### src/rtl/cpu_pkg.sv
// Shared constants and types for the fetch stage.
package cpu_pkg;

    localparam int PC_W  = 4;
    localparam int INS_W = 16;

    localparam logic [PC_W-1:0]  RESET_PC = 4'h0;
    localparam logic [INS_W-1:0] HALT_INS = 16'h0300;

    typedef enum logic {
        RUN    = 1'b0,
        HALTED = 1'b1
    } fetch_state_t;

endpackage

### src/rtl/pc_counter.sv
// Program counter register: jump load, increment, hold, and a one-cycle
// WRAP pulse that follows an increment from the top address back to zero.
module pc_counter
    import cpu_pkg::*;
(
    input  logic            clk,
    input  logic            rst_n,
    input  logic            jmp_en,
    input  logic [PC_W-1:0] jmp_addr,
    input  logic            inc_en,
    output logic [PC_W-1:0] pc,
    output logic            wrap
);

    logic [PC_W-1:0] pc_q, pc_d;
    logic            wrap_q, wrap_d;

    // Next PC: a jump beats an increment; a jump to zero never flags a wrap.
    always_comb begin
        pc_d   = pc_q;
        wrap_d = 1'b0;
        if (jmp_en) begin
            pc_d = jmp_addr;
        end else if (inc_en) begin
            pc_d   = pc_q + {{(PC_W-1){1'b0}}, 1'b1};
            wrap_d = (pc_q == {PC_W{1'b1}});
        end
    end

    // PC and WRAP registers.
    always_ff @(posedge clk or negedge rst_n) begin
        if (!rst_n) begin
            pc_q   <= RESET_PC;
            wrap_q <= 1'b0;
        end else begin
            pc_q   <= pc_d;
            wrap_q <= wrap_d;
        end
    end

    assign pc   = pc_q;
    assign wrap = wrap_q;

endmodule

### src/rtl/fetch_unit.sv
// Fetch stage: drives PC to instruction memory, captures the returned word
// into IR and offers it to the decoder over a valid/ready handshake.
// Handles jump flush, halt/resume and back-pressure.
// Optional macro SINGLE_STEP_EN adds a STEP input gating every load in RUN.
module fetch_unit
    import cpu_pkg::*;
(
    input  logic             CLK,
    input  logic             RST_N,
    output logic [PC_W-1:0]  PC,
    input  logic [INS_W-1:0] RES_INS,
    output logic [INS_W-1:0] IR,
    output logic [PC_W-1:0]  IR_PC,
    output logic             IR_VALID,
    input  logic             IR_READY,
    input  logic             JMP_EN,
    input  logic [PC_W-1:0]  JMP_ADDR,
    input  logic             RESUME,
`ifdef SINGLE_STEP_EN
    input  logic             STEP,
`endif
    output logic             HALTED,
    output logic             WRAP
);

    fetch_state_t     state_q, state_d;
    logic [INS_W-1:0] ir_q, ir_d;
    logic [PC_W-1:0]  ir_pc_q, ir_pc_d;
    logic             ir_valid_q, ir_valid_d;

    logic             step_ok;
    logic             load;
    logic             accept;
    logic             is_halt;
    logic             inc_en;
    logic [PC_W-1:0]  pc;

`ifdef SINGLE_STEP_EN
    assign step_ok = STEP;
`else
    assign step_ok = 1'b1;
`endif

    // Handshake, load decision and next state; a jump flushes IR and overrides everything else.
    always_comb begin
        accept  = ir_valid_q & IR_READY;
        is_halt = (RES_INS == HALT_INS);
        load    = (state_q == RUN) & (~ir_valid_q | IR_READY) & ~JMP_EN & step_ok;
        inc_en  = (load & ~is_halt) | ((state_q == cpu_pkg::HALTED) & RESUME);

        state_d    = state_q;
        ir_d       = ir_q;
        ir_pc_d    = ir_pc_q;
        ir_valid_d = ir_valid_q;

        if (JMP_EN) begin
            state_d    = RUN;
            ir_valid_d = 1'b0;
        end else begin
            if (load) begin
                ir_d       = RES_INS;
                ir_pc_d    = pc;
                ir_valid_d = 1'b1;
                if (is_halt) begin
                    state_d = cpu_pkg::HALTED;
                end
            end else if (accept) begin
                ir_valid_d = 1'b0;
            end
            if ((state_q == cpu_pkg::HALTED) && RESUME) begin
                state_d = RUN;
            end
        end
    end

    // State and instruction register bank.
    always_ff @(posedge CLK or negedge RST_N) begin
        if (!RST_N) begin
            state_q    <= RUN;
            ir_q       <= '0;
            ir_pc_q    <= '0;
            ir_valid_q <= 1'b0;
        end else begin
            state_q    <= state_d;
            ir_q       <= ir_d;
            ir_pc_q    <= ir_pc_d;
            ir_valid_q <= ir_valid_d;
        end
    end

    pc_counter u_pc_counter (
        .clk      (CLK),
        .rst_n    (RST_N),
        .jmp_en   (JMP_EN),
        .jmp_addr (JMP_ADDR),
        .inc_en   (inc_en),
        .pc       (pc),
        .wrap     (WRAP)
    );

    assign PC       = pc;
    assign IR       = ir_q;
    assign IR_PC    = ir_pc_q;
    assign IR_VALID = ir_valid_q;
    assign HALTED   = (state_q == cpu_pkg::HALTED);

endmodule

### config.mk
export PLATFORM = sky130hd
export DESIGN_NAME = fetch_unit
export DESIGN_NICKNAME = d
export VERILOG_FILES = /design/src/rtl/cpu_pkg.sv /design/src/rtl/pc_counter.sv /design/src/rtl/fetch_unit.sv
export SDC_FILE = /design/constraint.sdc
export NUM_CORES = 1
export LEC_CHECK = 0
export CAP_MARGIN = 25
export CORE_UTILIZATION = 25
export CTS_CLUSTER_DIAMETER = 80
export DETAILED_ROUTE_END_ITERATION = 16
export HOLD_SLACK_MARGIN = 0.02
export PLACE_DENSITY = 0.51
export SETUP_SLACK_MARGIN = 0.02
export SYNTH_ARGS = -nofsm -noshare
export SYNTH_HDL_FRONTEND = slang
export SYNTH_HIERARCHICAL = 1
export SYNTH_SLANG_ARGS = --single-unit
### constraint.sdc
create_clock -name CLK -period 1.77 [get_ports CLK]
set_input_delay 0.531 -clock CLK [delete_from_list [all_inputs] [get_ports CLK]]
set_output_delay 0.531 -clock CLK [all_outputs]
set_load 0.01 [all_outputs]
==> metrics.log, run 1 <==
INFO  metric layoutNonFillerInstCount = 198
INFO  metric slew_headroom = 76.7%
INFO  metric worst-endpoint-required = 1.24 ns
INFO  metric initial_antenna_violation_count = 0
INFO  metric drt_pre_antenna_iters = 4
INFO  metric final_area = 0.00192 mm²
INFO  metric die-area = 0.00495 mm²
INFO  metric fp-row-count = 24
INFO  metric power.net_switching = 408 µW
INFO  metric worst_r2r_startpoint = HALTED$_DFFE_PN0P_
INFO  metric crit_slowest_cell = sky130_fd_sc_hd__clkdlybuf4s50_1
INFO  metric wl = 3030 µm
INFO  metric synthesis.area_per_instance = 14.4 µm²
INFO  metric vdd_drop_max = 0.318 mV
INFO  metric timing.setup.critical_path_class = reg -> out
INFO  metric effective_utilization_at_floorplan = 26.4%
INFO  metric viasPerCell = 4.56
INFO  metric critical-path-top-delay-family = buffers and inverters
INFO  metric post-route-min-period = 1.71 ns
INFO  metric number_of_global_route_vias_before_repair = 990
INFO  metric async_reset_ff_share = 100%
INFO  metric postSynthNetCount = 107
INFO  metric post_synth_num_cell_types = 22
INFO  metric worst_pin_slew = 0.350 ns
INFO  metric core_area = 0.00441 mm²
INFO  metric worst-r2r-setup-slack = 0.21 ns
INFO  metric grt_overflow_total = 0
INFO  metric power.sequential.fraction = 47.8%
INFO  metric cts.htree.levels = 1
INFO  metric final_common_cell = sky130_fd_sc_hd__clkdlybuf4s50_1
INFO  metric outcome = finished, final reports clean
INFO  metric ctsRootBufferMaster = sky130_fd_sc_hd__clkbuf_8
INFO  metric reg2regPathDepth = 4
INFO  metric critical_path.endpoint_type = primary output
INFO  metric crit-reg2reg-capture = IR[9]$_DFFE_PN0P_
INFO  metric fin_worst_skew = 0.00620 ns
INFO  metric power.share.combinational = 29.7%
INFO  metric p_clk_share = 22.5%
INFO  metric final_min_period_over_clock_period = 96.8%
INFO  metric cts_num_sinks = 27
INFO  metric power_leakage = 0.901 nW
INFO  metric layout.filler_cells = 423
INFO  metric numCtsBuffers = 3
INFO  metric finalNetCount = 173
INFO  metric num_antenna_cells = 0
INFO  metric final.setup.worst_slack = 0.0559 ns
INFO  metric ioPinCount = 52
INFO  metric dpl_worst_slack = -0.595 ns
INFO  metric drc = 0
INFO  metric hold-path-cell-count = 1
INFO  metric synth-edff-count = 0
INFO  metric numPortBuffers = 51
INFO  metric timing.hold.worst.start = IR[12]$_DFFE_PN0P_
INFO  metric clkLatencyLatePin = 0.27 ns
INFO  metric cts_buffer_depth = 2
INFO  metric min_path_type = reg -> reg
INFO  metric maxCapViolCount = 0
INFO  metric yosys_warnings = 6
INFO  metric power_report.internal_total = 1.14 mW
INFO  metric ys_ff_latch = 27
INFO  metric first_pass_grt_wire_length = 4740 µm
INFO  metric grt_setup_unrepaired = false
INFO  metric grt_max_degree = 28
INFO  metric timing.final.hold_violations = 0
INFO  metric hold_slack = 0.509 ns
INFO  metric seq_area_frac_synth = 57.9%
INFO  metric first_iter_violations = 43
INFO  metric layout.cells.most_common_list = 28 x sky130_fd_sc_hd__clkdlybuf4s50_1, 25 x sky130_fd_sc_hd__dfrtp_1, 11 x sky130_fd_sc_hd__mux2_2, 11 x sky130_fd_sc_hd__buf_4, 9 x sky130_fd_sc_hd__mux2_4
INFO  metric cell_area_after_synthesis = 0.00117 mm²
INFO  metric detail-route-antenna-nets = 0
INFO  metric worstPathMaxFanout = 2
INFO  metric synth_flop_cell = sky130_fd_sc_hd__dfrtp_1
INFO  metric grt_util_all_layers = 12.0%
INFO  metric netSwitchingFraction = 26.3%
INFO  metric netlist_instances = 81
INFO  metric cp_slowest_stage_delay = 0.55 ns
INFO  metric detailed_place_hpwl = 1950 µm
INFO  metric fmaxAchievable = 583 MHz
INFO  metric place_congestion = 0.733
INFO  metric layout-area-overhead-vs-synth = 64.6%
INFO  metric vias = 903
INFO  metric worstPathBufferInverterCount = 1
INFO  metric report.final.slew_viol_count = 0
INFO  metric setup_violations = 0
INFO  metric clock_tree_from_tritoncts = yes
INFO  metric die-height = 70.3 µm
INFO  metric clkSlewWorstSetupHoldPaths = 0.09 ns
INFO  metric finish.utilization = 43.5%
INFO  metric placedCellCount = 188
INFO  metric worstPathCellList = clkdlybuf4s50_1
INFO  metric hold_end = IR[12]$_DFFE_PN0P_
INFO  metric chipWidth = 70.3 µm
INFO  metric pwr_density_cell = 807 mW/mm²
INFO  metric worst_ep_arrival_time = 1.18 ns
INFO  metric placedInstanceArea = 0.00177 mm²
INFO  metric drive_gt1_share = 37.7%
INFO  metric critical_path.startpoint_type = flop
INFO  metric routedWlPerCell = 15.3 µm
## power by group through the flow
stage	clock network (mW)	registers [mW]	logic (mW)
after floorplan	0	0.792	0.137
after global placement	0	0.758	0.433
after detailed placement	0	0.761	0.436
after CTS	0.364	0.743	0.454
after global routing	0.385	0.753	0.495
final	0.350	0.742	0.460
## worst max path at each step
stage	startpoint	endpoint	slack (ns)	cells after the start
after floorplan	JMP_EN	u_pc_counter/pc[3]$_DFFE_PN0P_	0.08	5
after global placement	RES_INS[1]	u_pc_counter/pc[3]$_DFFE_PN0P_	-0.56	8
after detailed placement	RES_INS[5]	u_pc_counter/pc[3]$_DFFE_PN0P_	-0.59	8
after CTS	IR_READY	IR[9]$_DFFE_PN0P_	0.002	5
after global routing	RES_INS[13]	u_pc_counter/pc[2]$_DFFE_PN0P_	0.01	7
final	u_pc_counter/pc[1]$_DFFE_PN0P_	PC[1]	0.06	1
## through the flow
stage / TNS (ns) / total power [mW]
final: 0 / 1.55
after global routing: 0 / 1.63
after CTS: 0 / 1.56
after detailed placement: -7.88 / 1.20
after global placement: -7.48 / 1.19
after floorplan: 0 / 0.929
## registers in the layout, summed over array words and instances (netlist names)
signal             cells
IR                    16
IR_PC                  4
u_pc_counter/pc        4
HALTED                 1
IR_VALID               1
u_pc_counter/wrap      1
## kinds of logic after synthesis
family | share of synthesized area [%]
compound gates | 2.89
xor+xnor | 2.25
fa+ha+maj | 1.07
buf+inv | 3.00
flops | 57.9
mux | 23.0
simple gates | 9.86
## synth_stat cells (all sizes together) (2+ instances only)
master / n / area, µm²
dfrtp: 27 / 676
mux2: 20 / 259
nand2: 6 / 22.5
o21ai: 5 / 25.0
nand4: 3 / 18.8
nor2: 3 / 11.3
nor4: 3 / 18.8
buf: 2 / 31.3
xor2: 2 / 17.5
## worst reg2reg max path, delay by kind of cell, from the launching register on
kind	cells	cell delay, ns
buffers and inverters	2	0.34
AND/OR/NAND/NOR	1	0.41
multiplexers	1	0.30
flip-flops	1	0.41
## final cells by class
cell class              count  area, µm²  share of cell area [%]
clock buffers               3       41.3                    2.15
clock inverters             1       5.00                   0.260
multi-input cells          51        520                    27.1
flip-flops and latches     27        678                    35.3
well taps                  52       65.1                    3.39
repair buffers             64        612                    31.8
## routing by layer
layer	GRT usage (%)	up-vias	share of wire, %
met5	0	-	0
met4	3.33	0	0.83
met3	2.45	4	6.7
met2	19.6	39	48
met1	16.0	443	45
li1	-	417	-
## what timing repair did
item,4_1_cts,5_1_grt
buffers inserted,4,1
hold buffers,0,0
cloned,0,1
endpoints found under the hold margin,0,0
pin swaps,10,11
setup endpoints to repair,19,21
gates resized for setup,31,24
(Power assumes the default switching activity.)
==> inputs of run 2 (changes only) <==
- SKIP_CTS_REPAIR_TIMING: unset -> 1
==> run 2 against run 1 <==
  * Sequential power increased by 0.8%
  * Critical endpoint is now u_pc_counter/pc[3]$_DFFE_PN0P_
  * Clock power decreased by 1%
  * Largest power group unchanged
  * Routed wire length decreased by 3.8%
  * Fmax decreased by 2.0%
  * Register-to-register slack about the same
  * Combinational power about the same
  * Non-clock buffer count increased by 1
  * Power about the same
  * Critical path depth increased by 7
  * Worst setup slack got worse by 0.036 ns
  * Highest routed layer unchanged
==> metrics.log, run 2 (synthesis gave the netlist of run 1 again) <==
INFO  metric power_leakage = 1.07 nW (was 0.901 nW)
INFO  metric dpl_worst_slack = -0.595 ns (unchanged)
INFO  metric timing.setup.tns = 0 ns (unchanged)
INFO  metric grt_max_degree = 28 (unchanged)
INFO  metric detailed_place_hpwl = 1950 µm (unchanged)
INFO  metric slew_headroom = 76.9% (was 76.7%)
INFO  metric drc = 0 (unchanged)
INFO  metric final.setup.worst_slack = 0.0203 ns (was 0.0559 ns)
INFO  metric cts_buffer_depth = 2 (unchanged)
INFO  metric cp_slowest_stage_delay = 0.30 ns (was 0.55 ns)
INFO  metric fmaxAchievable = 572 MHz (was 583 MHz)
INFO  metric layout.cells.most_common_list = 27 x sky130_fd_sc_hd__clkdlybuf4s50_1, 24 x sky130_fd_sc_hd__dfrtp_1, 24 x sky130_fd_sc_hd__dlymetal6s2s_1, 12 x sky130_fd_sc_hd__buf_4, 11 x sky130_fd_sc_hd__mux2_2 (was 28 x sky130_fd_sc_hd__clkdlybuf4s50_1, 25 x sky130_fd_sc_hd__dfrtp_1, 11 x sky130_fd_sc_hd__mux2_2, 11 x sky130_fd_sc_hd__buf_4, 9 x sky130_fd_sc_hd__mux2_4)
INFO  metric grt_util_all_layers = 11.4% (was 12.0%)
INFO  metric clkSlewWorstSetupHoldPaths = 0.09 ns (about the same)
INFO  metric final_common_cell = sky130_fd_sc_hd__clkdlybuf4s50_1 (unchanged)
INFO  metric worstPathBufferInverterCount = 2 (was 1)
INFO  metric hold_slack = 0.509 ns (about the same)
INFO  metric layout-area-overhead-vs-synth = 72.8% (was 64.6%)
INFO  metric first_iter_violations = 45 (was 43)
INFO  metric core_area = 0.00441 mm² (unchanged)
INFO  metric numPortBuffers = 51 (unchanged)
INFO  metric effective_utilization_at_floorplan = 26.4% (unchanged)
INFO  metric report.final.slew_viol_count = 0 (unchanged)
INFO  metric critical-path-top-delay-family = simple AND/OR/NAND/NOR gates (was buffers and inverters)
INFO  metric number_of_global_route_vias_before_repair = 993 (was 990)
INFO  metric final_min_period_over_clock_period = 98.9% (was 96.8%)
INFO  metric vias = 919 (was 903)
INFO  metric critical_path.startpoint_type = input pin (was flop)
INFO  metric finalNetCount = 174 (was 173)
INFO  metric worst_pin_slew = 0.347 ns (was 0.350 ns)
INFO  metric fp-row-count = 24 (unchanged)
INFO  metric worst-endpoint-required = 1.93 ns (was 1.24 ns)
INFO  metric post-route-min-period = 1.75 ns (was 1.71 ns)
INFO  metric drt_pre_antenna_iters = 4 (unchanged)
INFO  metric vdd_drop_max = 0.316 mV (was 0.318 mV)
INFO  metric crit_slowest_cell = sky130_fd_sc_hd__nor4_2 (was sky130_fd_sc_hd__clkdlybuf4s50_1)
INFO  metric fin_worst_skew = 0.00656 ns (was 0.00620 ns)
INFO  metric die-height = 70.3 µm (unchanged)
INFO  metric place_congestion = 0.733 (unchanged)
INFO  metric report.power.total = 1.55 mW (about the same)
INFO  metric ioPinCount = 52 (unchanged)
INFO  metric grt_overflow_total = 0 (unchanged)
INFO  metric worstPathCellList = dlymetal6s2s_1 > nor4_2 > buf_4 > nand4_1 > a22o_4 > nand4_1 > xor2_1 > o21ai_1 (was clkdlybuf4s50_1)
INFO  metric wl = 2910 µm (was 3030 µm)
INFO  metric ctsRootBufferMaster = sky130_fd_sc_hd__clkbuf_8 (unchanged)
INFO  metric largest_register_ffs = 16 (unchanged)
INFO  metric critical_path.endpoint_type = flop (was primary output)
INFO  metric min_path_type = reg -> reg (unchanged)
INFO  metric worstPathMaxFanout = 5 (was 2)
INFO  metric viasPerCell = 4.62 (was 4.56)
INFO  metric routedWlPerCell = 14.6 µm (was 15.3 µm)
INFO  metric worst_ep_arrival_time = 1.91 ns (was 1.18 ns)
INFO  metric pwr_density_cell = 769 mW/mm² (was 807 mW/mm²)
INFO  metric detail-route-antenna-nets = 0 (unchanged)
INFO  metric outcome = finished, final reports clean (unchanged)
INFO  metric cts_num_sinks = 27 (unchanged)
INFO  metric clkLatencyLatePin = 0.27 ns (about the same)
INFO  metric chipWidth = 70.3 µm (unchanged)
INFO  metric setup_violations = 0 (unchanged)
INFO  metric die-area = 0.00495 mm² (unchanged)
INFO  metric drive_gt1_share = 34.7% (was 37.7%)
INFO  metric num_antenna_cells = 0 (unchanged)
INFO  metric critical-path-top-cell-by-count = sky130_fd_sc_hd__nand4_1
INFO  metric initial_antenna_violation_count = 0 (unchanged)
INFO  metric maxCapViolCount = 0 (unchanged)
INFO  metric cts.htree.levels = 1 (unchanged)
INFO  metric numCtsBuffers = 3 (unchanged)
INFO  metric timing.final.hold_violations = 0 (unchanged)
INFO  metric first_pass_grt_wire_length = 4530 µm (was 4740 µm)
INFO  metric clock_tree_from_tritoncts = yes (unchanged)
INFO  metric timing.setup.critical_path_class = in -> reg (was reg -> out)
-- run 2: cell count changes in the layout (fill, tap and decap cells not counted) --
cell / before / now
sky130_fd_sc_hd__dlygate4sd2_1: 7 / 0
sky130_fd_sc_hd__clkdlybuf4s50_1: 28 / 27
sky130_fd_sc_hd__o21ai_0: 2 / 4
sky130_fd_sc_hd__clkdlybuf4s15_1: 5 / 0
sky130_fd_sc_hd__dlymetal6s2s_1: 5 / 24
sky130_fd_sc_hd__o21ai_1: 3 / 1
sky130_fd_sc_hd__clkbuf_2: 6 / 0
sky130_fd_sc_hd__dfrtp_2: 2 / 3
sky130_fd_sc_hd__dfrtp_1: 25 / 24
sky130_fd_sc_hd__buf_4: 11 / 12
-- run 2: final cells by class --
cell class	instances	area (µm²)
Timing Repair Buffer	65	706
Clock buffer	3	41.3
Tap cell	52	65.1
Fill cell	401	2400
Sequential cell	27	679
Clock inverter	1	5.00
Multi-Input combinational cell	51	520
-- run 2: worst register-to-register path, cell delays in order, from the launching register on --
cell and delay [ns]:
sky130_fd_sc_hd__dfrtp_2 0.44, sky130_fd_sc_hd__buf_4 0.15, sky130_fd_sc_hd__or3_4 0.40, sky130_fd_sc_hd__buf_12 0.17, sky130_fd_sc_hd__mux2_4 0.30
-- run 2: worst paths after layout --
kind	start	endpoint	slack (ns)	depth (start not counted)
max	RES_INS[6]	u_pc_counter/pc[3]$_DFFE_PN0P_	0.02	8
min	IR[12]$_DFFE_PN0P_	IR[12]$_DFFE_PN0P_	0.51	1
max reg2reg	HALTED$_DFFE_PN0P_	IR[9]$_DFFE_PN0P_	0.20	4
min reg2reg	IR[12]$_DFFE_PN0P_	IR[12]$_DFFE_PN0P_	0.51	1
max in group asynchronous	RST_N	u_pc_counter/pc[0]$_DFFE_PN0P_	0.86	2
min in group asynchronous	RST_N	IR[13]$_DFFE_PN0P_	0.63	2
-- run 2: where the power goes --
group / internal [mW] / switching, mW / total, mW / leakage [nW]
combinational: 0.297 / 0.161 / 0.458 / 0.728
clock: 0.158 / 0.188 / 0.345 / 0.0255
sequential: 0.697 / 0.0508 / 0.748 / 0.320
-- run 2: routing by layer --
layer,GRT usage (%),up-vias,wire length (µm)
met5,0,-,0
met3,2.45,4,184
met4,3.33,0,25
li1,-,419,-
met1,14.9,457,1300
met2,18.7,39,1410
-- run 2: per-stage QoR --
| step | util [%] | cells | area [µm²] |
|---|---|---|---|
| 2_1_floorplan | - | 81 | 1170 |
| 3_3_place_gp | 40.2 | 188 | 1770 |
| 3_5_place_dp | 40.2 | 188 | 1770 |
| 4_1_cts | 41.2 | 192 | 1820 |
| 5_1_grt | 45.7 | 199 | 2020 |
| 6_report | 45.7 | 199 | 2020 |
